File: src/rtl/vga_window_scaler_if.sv
// VRAM read port of vga_window_scaler: registered address/enable out, pixel data back.
interface vga_window_scaler_if #(
  parameter int ADDR_W = 16
);
  logic [ADDR_W-1:0] O_VRAM_ADDR;
  logic              O_VRAM_EN;
  logic [2:0]        I_VRAM_DATA;  // bit0=R, bit1=B, bit2=G

  modport master (output O_VRAM_ADDR, O_VRAM_EN, input I_VRAM_DATA);
  modport slave  (input O_VRAM_ADDR, O_VRAM_EN, output I_VRAM_DATA);
endinterface

File: src/rtl/vga_window_scaler.sv
// VGA timing generator with a movable, integer-scaled framebuffer window.
// Sync, RGB and flags all leave the block RAM_LAT+2 cycles after the counter value.
module vga_window_scaler #(
  parameter int H_ACTIVE    = 640,
  parameter int H_FP        = 24,
  parameter int H_SYNC      = 40,
  parameter int H_BP        = 128,
  parameter int V_ACTIVE    = 480,
  parameter int V_FP        = 9,
  parameter int V_SYNC      = 2,
  parameter int V_BP        = 29,
  parameter bit SYNC_POL    = 1'b0,
  parameter int WIN_W       = 256,
  parameter int WIN_H       = 256,
  parameter int SCALE_SHIFT = 0,
  parameter int ADDR_W      = 16,
  parameter int RAM_LAT     = 1
) (
  input  logic                 CLK,
  input  logic                 I_RESET,
  input  logic [9:0]           I_WIN_X,
  input  logic [9:0]           I_WIN_Y,
  input  logic [11:0]          I_BORDER,
  vga_window_scaler_if.master  vram,
  output logic                 O_HSYNC,
  output logic                 O_VSYNC,
  output logic [3:0]           O_VIDEO_R,
  output logic [3:0]           O_VIDEO_G,
  output logic [3:0]           O_VIDEO_B,
  output logic                 O_FRAME_START,
  output logic                 O_VBLANK
);

  localparam int          H_TOTAL = H_ACTIVE + H_FP + H_SYNC + H_BP;
  localparam int          V_TOTAL = V_ACTIVE + V_FP + V_SYNC + V_BP;
  localparam int          PIPE_N  = RAM_LAT + 1;
  localparam logic [10:0] H_LAST  = 11'(H_TOTAL - 1);
  localparam logic [10:0] V_LAST  = 11'(V_TOTAL - 1);
  localparam logic [10:0] H_ACT   = 11'(H_ACTIVE);
  localparam logic [10:0] V_ACT   = 11'(V_ACTIVE);
  localparam logic [10:0] HS_BEG  = 11'(H_ACTIVE + H_FP);
  localparam logic [10:0] HS_END  = 11'(H_ACTIVE + H_FP + H_SYNC);
  localparam logic [10:0] VS_BEG  = 11'(V_ACTIVE + V_FP);
  localparam logic [10:0] VS_END  = 11'(V_ACTIVE + V_FP + V_SYNC);
  localparam logic [11:0] WIN_SW  = 12'(WIN_W << SCALE_SHIFT);
  localparam logic [11:0] WIN_SH  = 12'(WIN_H << SCALE_SHIFT);

  typedef struct packed {
    logic active;
    logic in_win;
    logic hs;
    logic vs;
    logic frame0;
    logic vblank;
  } flags_t;

  logic [10:0]       px_q, px_d, ln_q, ln_d;
  logic [9:0]        wx_q, wx_d, wy_q, wy_d;
  logic [11:0]       border_q, border_d;
  logic [ADDR_W-1:0] addr_q, addr_d;
  logic              en_q, en_d;
  flags_t            pipe_q [PIPE_N];
  flags_t            pipe_d [PIPE_N];
  logic [11:0]       rgb_q, rgb_d;
  logic              hsync_q, hsync_d, vsync_q, vsync_d;
  logic              fs_q, fs_d, vblank_q, vblank_d;

  logic              frame_end;
  logic [10:0]       dx, dy;
  flags_t            cur, out;

  // NOTE: always_comb assigns every output unconditionally first so no latch is inferred.
  always_comb begin
    frame_end = (px_q == H_LAST) && (ln_q == V_LAST);
    px_d      = (px_q == H_LAST) ? '0 : px_q + 11'd1;
    ln_d      = ln_q;
    if (px_q == H_LAST) ln_d = (ln_q == V_LAST) ? '0 : ln_q + 11'd1;

    // Window position and border only move on a frame boundary.
    wx_d     = frame_end ? I_WIN_X  : wx_q;
    wy_d     = frame_end ? I_WIN_Y  : wy_q;
    border_d = frame_end ? I_BORDER : border_q;

    // 11-bit two's-complement offsets; bit 10 set means left of / above the window.
    dx = px_q - {1'b0, wx_q};
    dy = ln_q - {1'b0, wy_q};

    cur.active = (px_q < H_ACT) && (ln_q < V_ACT);
    cur.in_win = cur.active && !dx[10] && ({1'b0, dx} < WIN_SW)
                            && !dy[10] && ({1'b0, dy} < WIN_SH);
    cur.hs     = (px_q >= HS_BEG) && (px_q < HS_END);
    cur.vs     = (ln_q >= VS_BEG) && (ln_q < VS_END);
    cur.frame0 = (px_q == '0) && (ln_q == '0);
    cur.vblank = (ln_q >= V_ACT);

    addr_d = '0;
    if (cur.in_win)
      addr_d = ADDR_W'((32'(dy[9:0]) >> SCALE_SHIFT) * 32'(WIN_W)
                       + (32'(dx[9:0]) >> SCALE_SHIFT));
    en_d = cur.in_win;

    pipe_d[0] = cur;
    for (int i = 1; i < PIPE_N; i++) pipe_d[i] = pipe_q[i-1];

    // Last flag stage lines up with the VRAM data of the same pixel.
    out   = pipe_q[PIPE_N-1];
    rgb_d = '0;
    if (out.in_win)
      rgb_d = {{4{vram.I_VRAM_DATA[0]}}, {4{vram.I_VRAM_DATA[2]}}, {4{vram.I_VRAM_DATA[1]}}};
    else if (out.active)
      rgb_d = border_q;
    hsync_d  = out.hs ? SYNC_POL : !SYNC_POL;
    vsync_d  = out.vs ? SYNC_POL : !SYNC_POL;
    fs_d     = out.frame0;
    vblank_d = out.vblank;
  end

  // NOTE: sequential state uses non-blocking assignments so every flop samples pre-edge values.
  always_ff @(posedge CLK) begin
    if (I_RESET) begin
      px_q     <= '0;
      ln_q     <= '0;
      wx_q     <= I_WIN_X;
      wy_q     <= I_WIN_Y;
      border_q <= I_BORDER;
      addr_q   <= '0;
      en_q     <= 1'b0;
      // NOTE: the flag shift register is reset on purpose: stale flags would leak into output after reset.
      pipe_q   <= '{default: '0};
      rgb_q    <= '0;
      hsync_q  <= !SYNC_POL;
      vsync_q  <= !SYNC_POL;
      fs_q     <= 1'b0;
      vblank_q <= 1'b0;
    end else begin
      px_q     <= px_d;
      ln_q     <= ln_d;
      wx_q     <= wx_d;
      wy_q     <= wy_d;
      border_q <= border_d;
      addr_q   <= addr_d;
      en_q     <= en_d;
      pipe_q   <= pipe_d;
      rgb_q    <= rgb_d;
      hsync_q  <= hsync_d;
      vsync_q  <= vsync_d;
      fs_q     <= fs_d;
      vblank_q <= vblank_d;
    end
  end

  assign vram.O_VRAM_ADDR = addr_q;
  assign vram.O_VRAM_EN   = en_q;
  assign O_HSYNC          = hsync_q;
  assign O_VSYNC          = vsync_q;
  assign O_VIDEO_R        = rgb_q[11:8];
  assign O_VIDEO_G        = rgb_q[7:4];
  assign O_VIDEO_B        = rgb_q[3:0];
  assign O_FRAME_START    = fs_q;
  assign O_VBLANK         = vblank_q;

endmodule

File: src/flat_wrapper.sv
// flat-port wrapper written by rule: the top's interface ports become plain ports
module vga_window_scaler_flat 
#(
  parameter int H_ACTIVE    = 640,
  parameter int H_FP        = 24,
  parameter int H_SYNC      = 40,
  parameter int H_BP        = 128,
  parameter int V_ACTIVE    = 480,
  parameter int V_FP        = 9,
  parameter int V_SYNC      = 2,
  parameter int V_BP        = 29,
  parameter bit SYNC_POL    = 1'b0,
  parameter int WIN_W       = 256,
  parameter int WIN_H       = 256,
  parameter int SCALE_SHIFT = 0,
  parameter int ADDR_W      = 16,
  parameter int RAM_LAT     = 1
)
  (CLK, I_RESET, I_WIN_X, I_WIN_Y, I_BORDER, O_HSYNC, O_VSYNC, O_VIDEO_R, O_VIDEO_G, O_VIDEO_B, O_FRAME_START, O_VBLANK, vram_O_VRAM_ADDR, vram_O_VRAM_EN, vram_I_VRAM_DATA);
  vga_window_scaler_if #(.ADDR_W(ADDR_W)) vram_i ();
  input  logic CLK;
  input  logic I_RESET;
  input  logic [9:0] I_WIN_X;
  input  logic [9:0] I_WIN_Y;
  input  logic [11:0] I_BORDER;
  output logic O_HSYNC;
  output logic O_VSYNC;
  output logic [3:0] O_VIDEO_R;
  output logic [3:0] O_VIDEO_G;
  output logic [3:0] O_VIDEO_B;
  output logic O_FRAME_START;
  output logic O_VBLANK;
  output wire logic [$bits(vram_i.O_VRAM_ADDR)-1:0] vram_O_VRAM_ADDR;
  output wire logic [$bits(vram_i.O_VRAM_EN)-1:0] vram_O_VRAM_EN;
  input wire logic [$bits(vram_i.I_VRAM_DATA)-1:0] vram_I_VRAM_DATA;
  assign vram_O_VRAM_ADDR = vram_i.O_VRAM_ADDR;
  assign vram_O_VRAM_EN = vram_i.O_VRAM_EN;
  assign vram_i.I_VRAM_DATA = vram_I_VRAM_DATA;
  vga_window_scaler #(.H_ACTIVE(H_ACTIVE), .H_FP(H_FP), .H_SYNC(H_SYNC), .H_BP(H_BP), .V_ACTIVE(V_ACTIVE), .V_FP(V_FP), .V_SYNC(V_SYNC), .V_BP(V_BP), .SYNC_POL(SYNC_POL), .WIN_W(WIN_W), .WIN_H(WIN_H), .SCALE_SHIFT(SCALE_SHIFT), .ADDR_W(ADDR_W), .RAM_LAT(RAM_LAT)) u_core (.CLK(CLK), .I_RESET(I_RESET), .I_WIN_X(I_WIN_X), .I_WIN_Y(I_WIN_Y), .I_BORDER(I_BORDER), .vram(vram_i), .O_HSYNC(O_HSYNC), .O_VSYNC(O_VSYNC), .O_VIDEO_R(O_VIDEO_R), .O_VIDEO_G(O_VIDEO_G), .O_VIDEO_B(O_VIDEO_B), .O_FRAME_START(O_FRAME_START), .O_VBLANK(O_VBLANK));
endmodule
File: config.mk
export PLATFORM = sky130hd
export DESIGN_NAME = vga_window_scaler_flat
export DESIGN_NICKNAME = d
export VERILOG_FILES = /design/src/rtl/vga_window_scaler_if.sv /design/src/rtl/vga_window_scaler.sv /design/src/flat_wrapper.sv
export SDC_FILE = /design/constraint.sdc
export NUM_CORES = 1
export LEC_CHECK = 0
export ABC_CLOCK_PERIOD_IN_PS = 4059
export CORE_ASPECT_RATIO = 1.5
export CORE_MARGIN = 2
export CORE_UTILIZATION = 48
export DETAILED_ROUTE_END_ITERATION = 10
export PLACE_DENSITY = 0.84
export RECOVER_POWER = 50
export SLEW_MARGIN = 20
export SYNTH_ARGS = -nofsm -noshare
export SYNTH_HDL_FRONTEND = slang
export SYNTH_SLANG_ARGS = --single-unit
File: constraint.sdc
create_clock -name CLK -period 4.06 [get_ports CLK]
set_clock_uncertainty 0.05 [all_clocks]
set_input_delay 0.406 -clock CLK [delete_from_list [all_inputs] [get_ports CLK]]
set_output_delay 0.406 -clock CLK [all_outputs]
set_load 0.1 [all_outputs]
[After elaboration in Yosys (flattened, before gate mapping)]
Index checks and enable logic that the tools add are counted.
W data, S select, Z words.
Word-level totals
  flip-flop bits (word level): 98
  bits of input ports: 37
  output and inout port bits: 33
  logic and storage cells: 67
Operators by class
  add/sub/neg operators: 5
  $lt $le $gt $ge: 9
  equality and inequality tests: 2
  mux-type cells: 11
  bitwise gates (word level): 1
  reductions and logical operators: 16
Operators by type and width (number)
  $mux W12: 4
  $lt A11 B9 Y1 const B: 4
  $mux W10: 4
  $add A11 B1 Y11 const B: 2
  $eq A11 B10 Y1 const B: 2
  $ge A11 B9 Y1 const B: 2
  $logic_not A11 Y1: 2
  $lt A11 B10 Y1 const B: 2
  $sub A11 B10 Y11: 2
  $add A16 B10 Y16: 1
  $ge A11 B10 Y1 const B: 1
  $mux W11: 1
  $logic_and A1 B1 Y1: 9
  $reduce_or A2 Y1: 2
  $logic_not A1 Y1: 2
  $mux W1: 2
  $reduce_bool A2 Y1: 1
  $not A1 Y1: 1

[Depth between registers and ports, before layout]
  word-level depth: 8
  gate-level depth with buffers: 15
  gate-level depth less buffers: 15

[Worst setup path before layout]
Ideal clock, no wire load.
  kind: register -> register
  from: register u_core.wx_q[1]
  to: register u_core.addr_q[15] (netlist: u_core.vram.O_VRAM_ADDR[15])
  library setup time: 0.117 ns
  data arrival time: 2.845 ns
  data required time: 3.893 ns
  setup slack: 1.048 ns
  stages on the path, launching flop included: 16
  path buffers: 0
  clock period less this slack: 3.012 ns
  cells stage by stage: edfxtp_1 -> inv_1 -> ha_1 -> nor2b_4 -> o211a_1 -> o31a_1 -> o2111a_1 -> a211oi_4 -> inv_1 -> ha_1 -> a21oi_1 -> nor2_1 -> and2_1 -> nand4_1 -> xor2_1 -> nor2_1
On the way
  cells in the longest elaborated chain, start to end: 8
  elaborated cells on any way between the ends: 10
  those cells by class: 2 x add/sub; 1 x order compare; 1 x bitwise; 6 x reduce/logical
Ends and longest elaborated chain
  start: declaration: line vga_window_scaler.sv:58  | logic [9:0] wx_q, wx_d, wy_q, wy_d;
  start signal: assignment: line vga_window_scaler.sv:138  | wx_q <= wx_d;
  $sub A11 B10 Y11 (*): line vga_window_scaler.sv:85  | dx = px_q - {1'b0, wx_q};
  branches (longest 7 deep; another with $lt A11 B9 Y1)
  end signal: assignment: line vga_window_scaler.sv:141  | addr_q <= addr_d;
  end: declaration: line vga_window_scaler.sv:60  | logic [ADDR_W-1:0] addr_q, addr_d;
Every way passes the cells marked *.
A chain may end at the register's enable or synchronous reset.

[Worst setup path in the final report]
  from: register u_core.px_q[0]
  to: register u_core.addr_q[14] (netlist: u_core.vram.O_VRAM_ADDR[14])
On the way
  cells in the longest elaborated chain, start to end: 8
  elaborated cells on any way between the ends: 12
  those cells by class: 2 x add/sub; 2 x order compare; 1 x bitwise; 7 x reduce/logical
Ends and longest elaborated chain
  start: declaration: line vga_window_scaler.sv:57  | logic [10:0] px_q, px_d, ln_q, ln_d;
  start signal: assignment: line vga_window_scaler.sv:136  | px_q <= px_d;
  branches (longest 8 deep; another with $sub A11 B10 Y11)
Several ways; the timed one is not identified.

==> results.sh <==
export IMPL_r2r_end="u_core.vram.O_VRAM_ADDR[14]$_SDFF_PP0_"
export IMPL_totalPowerFinal_w=0.00209
export IMPL_synthArstFlopShare_pct=0
export IMPL_cp_end_kind="register"
export IMPL_clock_sinks=98
export IMPL_areaGrowthSynthToFinish_pct=24.2
export IMPL_pwr_share_seq_pct=50.7
export IMPL_hold_buffers=0
export IMPL_cp_cell_sequence="inv_1 -> ha_1 -> fa_1 -> nand2b_1 -> a21oi_1 -> nor2_1 -> a311oi_1 -> ha_1 -> fa_1 -> nand2_1 -> nor3_1 -> nand3_1 -> xor2_1 -> nor2_1"
export IMPL_cts_tree="yes"
export IMPL_fin_nets=567
export IMPL_cts_repair_resized=0
export IMPL_leakage_nw=2.25
export IMPL_drc=0
export IMPL_cp_top_family="adder cells"
export IMPL_switching_share_pct=25.1
export IMPL_via_count=3227
export IMPL_grt_pass1_vias=3310
export IMPL_chipHeight_um=121
export IMPL_crit_type="reg -> reg"
export IMPL_portBuffers=69
export IMPL_crit_start="u_core.px_q[0]$_SDFF_PP0_"
export IMPL_ys_warnings_count=0
export IMPL_hold_viol=0
export IMPL_worst_slew_pin_slew_ps=1090
export IMPL_core_sq_um=8880
export IMPL_hold_depth=1
export IMPL_grt_overflow_total=0
export IMPL_cts_made_buffers=9
export IMPL_grtUsageTotal_pct=19.8
export IMPL_grt_first_pass_wirelength_um=14900
export IMPL_cp_num_buf_inv=1
export IMPL_slew_headroom_pct=27.3
export IMPL_fin_crit_sh_pct=85.4
export IMPL_drt_iter0_drc=216
export IMPL_post_cts_buffers=0
export IMPL_cp_depth=14
export IMPL_die_width_um=82.2
export IMPL_rr_worst_depth=14
export IMPL_cap_violations=0
export IMPL_multi_input_area_sq_um=1930
export IMPL_synthCells=428
export IMPL_critPathMaxStageDelay_ps=440
export IMPL_synthesis_area_sq_um=4400
export IMPL_n_fill_cell=714
export IMPL_ant_nets=0
export IMPL_start_kind="register"
export IMPL_switchingPower_w=0.000524
export IMPL_register_area_sq_um=2280
export IMPL_p_per_area_nw_per_um2=383
export IMPL_slowest_stage="a311oi_1"
export IMPL_layout_drive_gt1_share_pct=5.35
export IMPL_clkPwrFrac_pct=38.4
export IMPL_dr_pass1_iters=4
export IMPL_viasPerCell=5.25
export IMPL_antenna_found_initial=0
export IMPL_cp_arrival_ps=3650
export IMPL_insertion_delay_ps=350
export IMPL_outcome="finished clean"
export IMPL_fin_crit_ps=3470
export IMPL_antennaDiodeCount=0
export IMPL_peakVddDrop_uv=397
export IMPL_wl_um=9010
export IMPL_worstPathRequired_ps=4240
export IMPL_pin_count=70
export IMPL_comb_power_share_pct=10.9
export IMPL_slew_violations=0
export IMPL_wire_per_inst_um=14.6
export IMPL_min_to="u_core.O_VSYNC$_SDFF_PP1_"
export IMPL_hp_class="reg -> reg"
export IMPL_worstPathMaxFanout=4
export IMPL_die_area_sq_um=9970
export IMPL_wl_met3_um=299
export IMPL_avgSynthCellArea_sq_um=10.3
export IMPL_setup_viol=0
export IMPL_wl_met2_um=5100
export IMPL_mostFrequentLayoutCell="dfxtp_1"
export IMPL_initial_utilization_pct=49.6
export IMPL_setup_tns_ps=0
export IMPL_grt_max_degree=32
export IMPL_gp_congestion=0.878
export IMPL_syn_num_nets=495
export IMPL_synth_edf_count=32
export IMPL_dr_max_layer_used="met4"
export IMPL_ys_flop_type="dfxtp_1"
export IMPL_r2r_start="u_core.px_q[0]$_SDFF_PP0_"
export IMPL_synth_cell_type_count=55
export IMPL_yosysSeqAreaShare_pct=51.8
export IMPL_internal_power_w=0.00157
export IMPL_hpwl_um=6590
export IMPL_fmax_mhz=288
export IMPL_clockBufferDepth=2
export IMPL_clk_pin_slew_ps=70
export IMPL_most_common_layout_cells="66 x dfxtp_1, 52 x nor2_1, 43 x dlygate4sd3_1"
export IMPL_min_from="u_core.out[2]$_SDFF_PP0_"
export IMPL_r2r_slack_ps=590
export IMPL_wl_met1_um=3370
export IMPL_htreeDepth=3
export IMPL_cts_root_buffer="clkbuf_16"
export IMPL_rsz0062_at_grt="no"
export IMPL_ys_ff_latch=98
export IMPL_row_count=42
[power by group through the flow]
stage / sequential, W / combinational [W] / clock, W
finish: 0.00106 / 0.000228 / 0.000803
floorplan: 0.00111 / 0.000130 / 0
detailed placement: 0.00108 / 0.000233 / 0
CTS: 0.00106 / 0.000237 / 0.000818
global route: 0.00106 / 0.000252 / 0.000864
global placement: 0.00108 / 0.000225 / 0
[synth_stat cells, types with 10 or more instances]
cell type,n,area [sq um]
a21oi_1,28,140
dfxtp_1,66,1320
edfxtp_1,32,961
ha_1,27,338
inv_1,36,135
nand2_1,33,124
nand3_1,15,75.1
nor2_1,52,195
nor2b_1,12,75.1
o21ai_0,10,50.1
xnor2_1,11,96.3
xor2_1,20,175
[final cells by class]
class	instances	share of cell area [%]
clock inverters	6	0.892
well taps	110	2.52
flip-flops and latches	98	41.7
clock buffers	10	4.19
inverters	36	2.47
multi-input cells	283	35.2
repair buffers	72	13.0
[worst max path at each step]
stage / to
finish: u_core.vram.O_VRAM_ADDR[14]$_SDFF_PP0_
global route: u_core.vram.O_VRAM_ADDR[14]$_SDFF_PP0_
CTS: u_core.vram.O_VRAM_ADDR[14]$_SDFF_PP0_
detailed placement: u_core.vram.O_VRAM_ADDR[14]$_SDFF_PP0_
global placement: u_core.vram.O_VRAM_ADDR[14]$_SDFF_PP0_
floorplan: u_core.vram.O_VRAM_ADDR[15]$_SDFF_PP0_
[sequential cells by signal, summed over array words and instances (netlist names), 4 cells and up]
name and count:
u_core.px_q 11, u_core.pipe_d 5, u_core.ln_q 11, u_core.wy_q 10, u_core.vram.O_VRAM_ADDR 16, u_core.border_q 12, u_core.rgb_q 12, u_core.out 4
u_core.wx_q 10
[worst reg2reg max path: stages, from the launching register on]
cell and delay (ps):
dfxtp_1 380, inv_1 100, ha_1 240, fa_1 410
nand2b_1 180, a21oi_1 270, nor2_1 130, a311oi_1 440
ha_1 270, fa_1 200, nand2_1 60, nor3_1 260
nand3_1 150, xor2_1 160, nor2_1 50
[logic make-up after synthesis]
| family | Yosys count | synth area share [%] |
|---|---|---|
| AOI/OAI and AO/OA | 66 | 10.8 |
| xor gates and xnor gates | 31 | 6.17 |
| adders and majority gates | 30 | 9.04 |
| buffers and inverters | 47 | 4.06 |
| DFF | 98 | 51.8 |
| muxes | 1 | 0.227 |
| and+or+nand+nor | 155 | 17.8 |
[metal layers]
layer  GRT usage (%)  vias up
li1                -     1619
met1            21.1     1527
met2            36.0       65
met3            4.17       16
met4            8.44        0
met5               0        -
[per-stage QoR]
stage | hold slack (ps) | area [sq um] | instances | setup WS (ps) | util, %
2_1_floorplan | 306 | 4400 | 428 | 1050 | -
3_3_place_gp | 308 | 5210 | 599 | 765 | 58.7
3_5_place_dp | 316 | 5210 | 599 | 641 | 58.7
4_1_cts | 331 | 5490 | 615 | 582 | 61.8
5_1_grt | 354 | 5470 | 615 | 371 | 61.6
6_report | 327 | 5470 | 615 | 593 | 61.6
(Power assumes the default switching activity.)
